<file path="src/rtl/led_pattern_driver_pkg.sv">
// Shared definitions for the dock LED pattern driver: LED count, mode codes,
// config FSM states and the duty-compare helper.
package led_pattern_driver_pkg;

    localparam int LED_COUNT = 4;

    localparam logic [2:0] MODE_OFF     = 3'd0;
    localparam logic [2:0] MODE_ON      = 3'd1;
    localparam logic [2:0] MODE_BLINK   = 3'd2;
    localparam logic [2:0] MODE_PWM     = 3'd3;
    localparam logic [2:0] MODE_BREATHE = 3'd4;

    typedef enum logic {
        CFG_IDLE = 1'b0,
        CFG_PEND = 1'b1
    } cfg_state_t;

    // Level 255 yields 255/256 duty; only MODE_ON reaches 100 %.
    function automatic logic duty_on(input logic [7:0] pwm_cnt, input logic [7:0] level);
        return (pwm_cnt < level);
    endfunction

endpackage

</file>
<file path="src/rtl/led_pwm_timebase.sv">
// Shared PWM timebase: clock prescaler, 8-bit PWM counter, period-boundary
// strobe and the blink half-phase toggle.
module led_pwm_timebase #(
    parameter int PWM_DIV     = 27,
    parameter int BLINK_WRAPS = 1953
) (
    input  logic       clk,
    input  logic       rst,
    output logic       tick,
    output logic [7:0] pwm_cnt,
    output logic       pwm_wrap,
    output logic       blink_phase
);

    localparam int PRE_W = (PWM_DIV > 1) ? $clog2(PWM_DIV) : 1;
    localparam int BLK_W = (BLINK_WRAPS > 1) ? $clog2(BLINK_WRAPS) : 1;
    localparam logic [PRE_W-1:0] PRE_MAX = PRE_W'(PWM_DIV - 1);
    localparam logic [BLK_W-1:0] BLK_MAX = BLK_W'(BLINK_WRAPS - 1);

    logic [PRE_W-1:0] prescale_r;
    logic [7:0]       pwm_cnt_r;
    logic [BLK_W-1:0] blink_cnt_r;
    logic             blink_phase_r;
    logic             tick_s;
    logic             wrap_s;

    assign tick_s      = (prescale_r == PRE_MAX);
    assign wrap_s      = tick_s && (pwm_cnt_r == 8'hFF);
    assign tick        = tick_s;
    assign pwm_cnt     = pwm_cnt_r;
    assign pwm_wrap    = wrap_s;
    assign blink_phase = blink_phase_r;

    // Prescaler, PWM counter and blink phase counter.
    always_ff @(posedge clk or posedge rst) begin
        if (rst) begin
            prescale_r    <= '0;
            pwm_cnt_r     <= 8'd0;
            blink_cnt_r   <= '0;
            blink_phase_r <= 1'b0;
        end else begin
            if (tick_s) begin
                prescale_r <= '0;
                pwm_cnt_r  <= pwm_cnt_r + 8'd1;
            end else begin
                prescale_r <= prescale_r + PRE_W'(1);
            end
            if (wrap_s) begin
                if (blink_cnt_r == BLK_MAX) begin
                    blink_cnt_r   <= '0;
                    blink_phase_r <= ~blink_phase_r;
                end else begin
                    blink_cnt_r <= blink_cnt_r + BLK_W'(1);
                end
            end
        end
    end

endmodule

</file>
<file path="src/rtl/led_pattern_driver.sv">
// Dock LED driver: per-LED mode/level registers updated through a valid/ready
// port and committed only at PWM period boundaries. Optional BREATHE mode is
// built when LED_PATTERN_BREATHE_EN is defined.
module led_pattern_driver
    import led_pattern_driver_pkg::*;
#(
    parameter int PWM_DIV     = 27,
    parameter int BLINK_WRAPS = 1953,
    parameter bit ACTIVE_LOW  = 1'b1
) (
    input  logic       clk,
    input  logic       rst,
    input  logic       cfg_valid,
    output logic       cfg_ready,
    input  logic [1:0] cfg_index,
    input  logic [2:0] cfg_mode,
    input  logic [7:0] cfg_level,
    output logic [3:0] led_out,
    output logic       pwm_wrap
);

    localparam logic [LED_COUNT-1:0] UNLIT = {LED_COUNT{ACTIVE_LOW}};

    logic                 tick_s;
    logic [7:0]           pwm_cnt_s;
    logic                 pwm_wrap_s;
    logic                 blink_phase_s;
    logic                 commit_s;
    logic [7:0]           breathe_lvl_s;
    logic [LED_COUNT-1:0] lit_s;

    cfg_state_t           state_r;
    logic                 cfg_ready_r;
    logic [1:0]           pend_idx_r;
    logic [2:0]           pend_mode_r;
    logic [7:0]           pend_level_r;
    logic [2:0]           mode_r  [LED_COUNT];
    logic [7:0]           level_r [LED_COUNT];
    logic [LED_COUNT-1:0] led_out_r;

    led_pwm_timebase #(
        .PWM_DIV     (PWM_DIV),
        .BLINK_WRAPS (BLINK_WRAPS)
    ) u_timebase (
        .clk         (clk),
        .rst         (rst),
        .tick        (tick_s),
        .pwm_cnt     (pwm_cnt_s),
        .pwm_wrap    (pwm_wrap_s),
        .blink_phase (blink_phase_s)
    );

    // pwm_wrap already implies tick; the AND keeps the strobe explicitly tick-qualified.
    assign commit_s  = tick_s && pwm_wrap_s;
    assign cfg_ready = cfg_ready_r;
    assign led_out   = led_out_r;
    assign pwm_wrap  = pwm_wrap_s;

`ifdef LED_PATTERN_BREATHE_EN
    logic [7:0] breathe_lvl_r;
    logic       breathe_up_r;

    assign breathe_lvl_s = breathe_lvl_r;

    // Shared triangle level: one step per PWM period, turning at 255 and 0.
    always_ff @(posedge clk or posedge rst) begin
        if (rst) begin
            breathe_lvl_r <= 8'd0;
            breathe_up_r  <= 1'b1;
        end else if (pwm_wrap_s) begin
            if (breathe_up_r) begin
                if (breathe_lvl_r == 8'hFF) begin
                    breathe_up_r  <= 1'b0;
                    breathe_lvl_r <= 8'hFE;
                end else begin
                    breathe_lvl_r <= breathe_lvl_r + 8'd1;
                end
            end else begin
                if (breathe_lvl_r == 8'h00) begin
                    breathe_up_r  <= 1'b1;
                    breathe_lvl_r <= 8'h01;
                end else begin
                    breathe_lvl_r <= breathe_lvl_r - 8'd1;
                end
            end
        end else begin
            breathe_lvl_r <= breathe_lvl_r;
            breathe_up_r  <= breathe_up_r;
        end
    end
`else
    assign breathe_lvl_s = 8'd0;
`endif

    // Config FSM: capture one request, commit it on the next period boundary.
    always_ff @(posedge clk or posedge rst) begin
        if (rst) begin
            state_r      <= CFG_IDLE;
            cfg_ready_r  <= 1'b1;
            pend_idx_r   <= 2'd0;
            pend_mode_r  <= MODE_OFF;
            pend_level_r <= 8'd0;
            for (int i = 0; i < LED_COUNT; i++) begin
                mode_r[i]  <= MODE_OFF;
                level_r[i] <= 8'd0;
            end
        end else begin
            case (state_r)
                CFG_IDLE: begin
                    if (cfg_valid && cfg_ready_r) begin
                        pend_idx_r   <= cfg_index;
                        pend_mode_r  <= cfg_mode;
                        pend_level_r <= cfg_level;
                        cfg_ready_r  <= 1'b0;
                        state_r      <= CFG_PEND;
                    end else begin
                        cfg_ready_r  <= 1'b1;
                    end
                end
                CFG_PEND: begin
                    if (commit_s) begin
                        mode_r[pend_idx_r]  <= pend_mode_r;
                        level_r[pend_idx_r] <= pend_level_r;
                        cfg_ready_r         <= 1'b1;
                        state_r             <= CFG_IDLE;
                    end else begin
                        cfg_ready_r         <= 1'b0;
                    end
                end
                default: begin
                    cfg_ready_r <= 1'b1;
                    state_r     <= CFG_IDLE;
                end
            endcase
        end
    end

    // Per-LED lit term from mode, level and the shared timebase.
    always_comb begin
        lit_s = '0;
        for (int i = 0; i < LED_COUNT; i++) begin
            case (mode_r[i])
                MODE_ON:    lit_s[i] = 1'b1;
                MODE_BLINK: lit_s[i] = blink_phase_s &&
                                       ((level_r[i] == 8'd0) || duty_on(pwm_cnt_s, level_r[i]));
                MODE_PWM:   lit_s[i] = duty_on(pwm_cnt_s, level_r[i]);
`ifdef LED_PATTERN_BREATHE_EN
                MODE_BREATHE: lit_s[i] = duty_on(pwm_cnt_s, breathe_lvl_s);
`endif
                default:    lit_s[i] = 1'b0;
            endcase
        end
    end

    // Registered pin drive with polarity applied.
    always_ff @(posedge clk or posedge rst) begin
        if (rst) begin
            led_out_r <= UNLIT;
        end else begin
            led_out_r <= lit_s ^ UNLIT;
        end
    end

endmodule

</file>
<file path="config.mk">
export PLATFORM = sky130hd
export DESIGN_NAME = led_pattern_driver
export DESIGN_NICKNAME = d
export VERILOG_FILES = /design/src/rtl/led_pattern_driver_pkg.sv /design/src/rtl/led_pwm_timebase.sv /design/src/rtl/led_pattern_driver.sv
export SDC_FILE = /design/constraint.sdc
export NUM_CORES = 1
export LEC_CHECK = 0
export ABC_AREA = 1
export CAP_MARGIN = 15
export CORE_MARGIN = 5
export CORE_UTILIZATION = 50
export DETAILED_ROUTE_END_ITERATION = 10
export DONT_BUFFER_PORTS = 1
export PLACE_DENSITY = 0.68
export SLEW_MARGIN = 10
export SYNTH_ARGS = -nofsm -noshare
export SYNTH_HDL_FRONTEND = slang
export SYNTH_SLANG_ARGS = --single-unit
</file>
<file path="constraint.sdc">
create_clock -name clk -period 2.55 [get_ports clk]
set_clock_uncertainty 0.05 [all_clocks]
set_input_delay 0.3825 -clock clk [delete_from_list [all_inputs] [get_ports clk]]
set_output_delay 0.3825 -clock clk [all_outputs]
set_load 0.01 [all_outputs]
</file>
==> results.cfg <==
[run_status]
status = finished, final reports clean

[setup_path]
critPathKind = reg2reg
critPathLaunchType = register
required_ns = 2.77
cp_max_fo = 22
endpoint_kind = register
arrival_ns = 2.46

[synth]
synth_area_per_cell_um2 = 8.51
ys_warn_count = 0
yosysSeqAreaShare = 0.482
netlist_instances = 538
synth.distinct_cells = 30
syn_area_um2 = 4580
synth_nets = 587
ys_ff_latch = 88

[floorplan]
initial_utilization = 0.505
rows = 35
io-pin-count = 22
fp.dieW_um = 106
fp.dieH_um = 106
dieArea_um2 = 11200
core_um2 = 9060

[clock_network]
clkSlewWorstSetupHoldPaths_ns = 0.10
cts_resized = 0
clockRootBuffer = clkbuf_8
htree_levels = 3
cts_buffer_depth = 2
cts_setup_buffers = 0
numClockSinks = 88
clkLatencyLatePin_ns = 0.36
numCtsBuffers = 9
tritoncts = done

[layout]
drive_gt1_frac = 0.0893
instances_no_fill = 660
final_core_util = 0.541
antenna-diode-count = 0
stdcell_area_um2 = 4900
syn_to_final_growth_pct = 7.11
finalNetCount = 593
final_cell_mix = 141 x nand2_1, 83 x dfrtp_1, 73 x inv_1
mostFrequentLayoutCell = nand2_1

[min_path]
hp-class = in2reg

[placement]
placedCellCount = 643
gp_congestion = 0.868
hpwlAfterDp_mm = 6.71
post-place-ws_ns = 0.336
io_buffers = 0
post_dp_cell_area_um2 = 4700

[routing]
drc = 0
ant_nets = 0
drt-pass1-iter-count = 5
wirelength_mm = 8.97
routedWlPerCell_um = 13.6
vias_per_cell = 5.13
drt_iter0_drc = 231
via_count = 3388

[timing]
period_needed_ns = 2.24
fin_setup_tns_ns = 0
setup_viol = 0
tightest_slew_ns = 0.657
hold_slack_ns = 0.0866
period_share = 0.877
rsz0062_at_grt = no
hold_viol_final = 0
maxSlewHeadroom = 0.561
max_freq_ghz = 0.447
fin_ws_ns = 0.314
slew_viol_final = 0

[grt]
first_global_vias = 3178
grt-ovfl-total = 0
grt_pass1_wl_mm = 15.3
grtUsageTotal = 0.172
antenna_found_initial = 0
grt_max_degree = 41

[job]
max_cap_violations = 0

[power]
pwr_density_cell_nw_per_um2 = 484
vdd_drop_max_uv = 258
p_leak_nw = 2.36
p_total_mw = 2.38
## timing repair
action,CTS,global route
setup endpoints to repair,0,0
hold buffers,1,0
endpoints found under the hold margin,26,0
## cells in the mapped netlist (all sizes together)
cell,instances,share of area
nand2,141,0.12
dfrtp,83,0.45
inv,75,0.061
o21ai,66,0.081
nor2,44,0.039
ha,33,0.090
nand3,22,0.025
a21oi,14,0.015
nand4,11,0.024
nor3,10,0.011
buf,9,0.014
xor2,7,0.013
xnor2,6,0.011
dfstp,5,0.029
o21a,4,0.0066
clkbuf,3,0.0027
nor4,3,0.0041
clkinv,1,0.00082
nor3b,1,0.0016
## worst max-delay path: stages (launching register included)
cell     delay, ns
dfrtp_1       0.48
ha_1          0.22
inv_1         0.06
nor2_2        0.11
nand4_2       0.11
nor2_4        0.31
nand4_2       0.47
o21ai_0       0.33
## routing by layer
layer  GRT usage  up-vias  part of all wire
li1            -     1733                 -
met1       0.239     1590              0.49
met2       0.277       55              0.47
met3      0.0318       10             0.038
met4      0.0481        0             0.011
met5           0        -                 0
## sequential cells by signal (all words and copies together) (netlist names)
| signal | cells |
|---|---|
| level_r | 32 |
| mode_r | 12 |
| u_timebase.blink_cnt_r | 11 |
| pend_level_r | 8 |
| u_timebase.pwm_cnt | 8 |
| u_timebase.prescale_r | 5 |
| led_out | 4 |
| pend_mode_r | 3 |
| pend_idx_r | 2 |
| cfg_ready | 1 |
| state_r | 1 |
| u_timebase.blink_phase | 1 |
## worst paths after layout
| check | slack [ns] | cells after the start | end | start |
|---|---|---|---|---|
| min in group asynchronous | 0.54 | 2 | u_timebase.prescale_r[2] | rst |
| max in group asynchronous | 1.18 | 3 | led_out[1] | rst |
| hold reg to reg | 0.45 | 1 | u_timebase.prescale_r[0] | u_timebase.prescale_r[0] |
| hold / removal | 0.09 | 2 | pend_mode_r[1] | cfg_mode[1] |
| setup / recovery | 0.31 | 7 | level_r[24] | u_timebase.pwm_cnt[1] |
| setup reg to reg | 0.31 | 7 | level_r[24] | u_timebase.pwm_cnt[1] |
## cell type report
cell class	instances	area [µm²]
Sequential cell	88	2210
Clock inverter	7	70.1
Fill cell	806	4160
Clock buffer	9	124
Tap cell	111	139
Inverter	76	289
Timing Repair Buffer	7	67.6
Multi-Input combinational cell	362	2010
## kinds of logic after synthesis
family / Yosys count / synth area share
fa+ha+maj: 33 / 0.0902
xor+xnor: 13 / 0.0249
simple gates: 232 / 0.220
flops: 88 / 0.482
compound gates: 84 / 0.103
buf+inv: 88 / 0.0795
## report_power, final
part / internal (mW) / switching, mW / total [mW] / leakage [nW]
Combinational: 0.00547 / 0.0271 / 0.0326 / 1.14
Clock: 0.386 / 0.562 / 0.948 / 0.0977
Sequential: 1.39 / 0 / 1.39 / 1.12
Note: power is estimated with default switching activity, not from simulation.
==> patch: new RTL, same flow settings <==
The output `led_out` loses its register stage (`led_out_r` becomes a continuous assignment).
--- a/src/rtl/led_pattern_driver.sv
+++ b/src/rtl/led_pattern_driver.sv
@@ -153,13 +153,7 @@
     end
 
     // Registered pin drive with polarity applied.
-    always_ff @(posedge clk or posedge rst) begin
-        if (rst) begin
-            led_out_r <= UNLIT;
-        end else begin
-            led_out_r <= lit_s ^ UNLIT;
-        end
-    end
+    assign led_out_r = lit_s ^ UNLIT;
 
 endmodule
 
Behaviour: same outputs for any inputs over 10 cycles, from zero or initial values and one cycle with rst high; that may be too few to reach the edited logic, so the function may still have changed.
==> patch against the original RTL <==
Worst setup slack worse by 48 ps; design area increased by 0.54%; sequential cell count shrank 4; critical endpoint is now led_out[0]; wire length is 0.19% higher; utilization is 0.23 points lower; synthesized area rose by 1.9%; maximum frequency down 2.1%.
Power is not compared: it rests on default switching activity, and its combinational part moved more than twofold at a synthesized area within 25%.
==> patch: results <==
<?xml version="1.0" encoding="UTF-8"?>
<metrics>
  <group name="setup_path">
    <metric name="timing.critical_path.max_delay_family" unit="">flip-flops</metric>
    <metric name="cp.arrival" unit="ps">1850</metric>
    <metric name="timing.critical_path.fanout_max" unit="">8</metric>
    <metric name="slowest_delay" unit="ps">540</metric>
  </group>
  <group name="finish">
    <metric name="final_nets" unit="">582</metric>
    <metric name="fillCellCount" unit="">821</metric>
    <metric name="post_route_cells_drive_above_1_share" unit="">0.121</metric>
  </group>
  <group name="grt">
    <metric name="grt_util_all_layers" unit="">0.174</metric>
    <metric name="first_pass_grt_wire_length" unit="um">15700</metric>
    <metric name="grt_max_degree" unit="">85</metric>
  </group>
  <group name="route">
    <metric name="wl" unit="um">8990</metric>
    <metric name="detailedRoute.firstIterationViolations" unit="">139</metric>
    <metric name="drt-pass1-iter-count" unit="">4</metric>
    <metric name="via_count" unit="">3321</metric>
  </group>
  <group name="sta">
    <metric name="timing_worst_slew_pin_value" unit="ps">453</metric>
  </group>
  <group name="logic_synthesis">
    <metric name="synth_area_leaders" unit="">sky130_fd_sc_hd__dfrtp_1 (45%), sky130_fd_sc_hd__nand2_1 (11%), sky130_fd_sc_hd__ha_1 (8.9%)</metric>
    <metric name="synth_commonest_cells" unit="">sky130_fd_sc_hd__nand2_1 (136), sky130_fd_sc_hd__dfrtp_1 (83), sky130_fd_sc_hd__inv_1 (71)</metric>
    <metric name="register_area_share_after_synthesis" unit="">0.451</metric>
  </group>
  <group name="die">
    <metric name="floorplan_die_area" unit="um^2">11400</metric>
  </group>
  <group name="run_status">
    <metric name="outcome" unit="">completed</metric>
  </group>
  <group name="placement">
    <metric name="place.detailed.hpwl" unit="um">6580</metric>
    <metric name="routabilityCongestion" unit="">0.860</metric>
    <metric name="placed_area" unit="um^2">4720</metric>
    <metric name="port_buffers" unit="">0</metric>
    <metric name="dp_worst_setup_slack" unit="ps">580</metric>
  </group>
</metrics>
patch: layer usage:
layer	GRT usage	part of all wire	vias up
li1	-	-	1725
met2	0.272	0.46	36
met4	0.0630	0.017	0
met3	0.0307	0.028	10
met5	0	0	-
met1	0.245	0.50	1550
patch: logic make-up (layout without fill, tap and decap cells):
group           Yosys count  after routing  share of synthesized area
buf+inv                  85             92                     0.0834
xor+xnor                 14             14                     0.0263
fa+ha+maj                33             33                     0.0885
compound gates           84             84                      0.117
simple gates            231            231                      0.233
flops                    84             84                      0.451
patch: layout make-up:
class,instances,area [um^2],area share
Inverter,73,278,0.0563
Tap cell,111,139,0.0282
Multi-Input combinational cell,362,2170,0.440
Sequential cell,84,2100,0.427
Clock buffer,11,141,0.0287
Timing Repair Buffer,3,37.5,0.00761
Clock inverter,5,60.1,0.0122
patch: path summary, 6_finish.rpt:
kind / start / end / slack (ps) / cells after the start
worst min-delay path: cfg_level[5] / pend_level_r[5] / 90 / 2
max in group asynchronous: rst / cfg_ready / 1510 / 3
worst max-delay path: u_timebase.pwm_cnt[6] / led_out[0] / 270 / 8
worst min register to register: u_timebase.prescale_r[0] / u_timebase.prescale_r[0] / 450 / 1
min in group asynchronous: rst / u_timebase.blink_cnt_r[2] / 560 / 3
worst max register to register: u_timebase.pwm_cnt[1] / level_r[31] / 580 / 8
patch: stage by stage:
stage	total power, mW	util	std cells
2_1_floorplan	1.75	-	531
3_3_place_gp	1.86	0.516	632
3_5_place_dp	1.86	0.516	632
4_1_cts	2.85	0.539	649
5_1_grt	2.96	0.539	649
6_report	2.82	0.539	649
patch: worst register-to-register path, stage by stage (launching register included):
cell,delay [ps]
sky130_fd_sc_hd__dfrtp_1,470
sky130_fd_sc_hd__ha_1,200
sky130_fd_sc_hd__inv_1,90
sky130_fd_sc_hd__nor2_4,130
sky130_fd_sc_hd__nand4_4,110
sky130_fd_sc_hd__nor2_8,210
sky130_fd_sc_hd__nand4_4,350
sky130_fd_sc_hd__nand2_1,180
sky130_fd_sc_hd__o21ai_2,70
patch: power by group through the flow:
| stage | combinational [mW] | clock [mW] | sequential (mW) |
|---|---|---|---|
| global placement | 0.332 | 0 | 1.52 |
| global route | 0.368 | 1.08 | 1.52 |
| CTS | 0.339 | 1.01 | 1.50 |
| detailed placement | 0.336 | 0 | 1.53 |
| floorplan | 0.235 | 0 | 1.52 |
| finish | 0.326 | 0.992 | 1.50 |
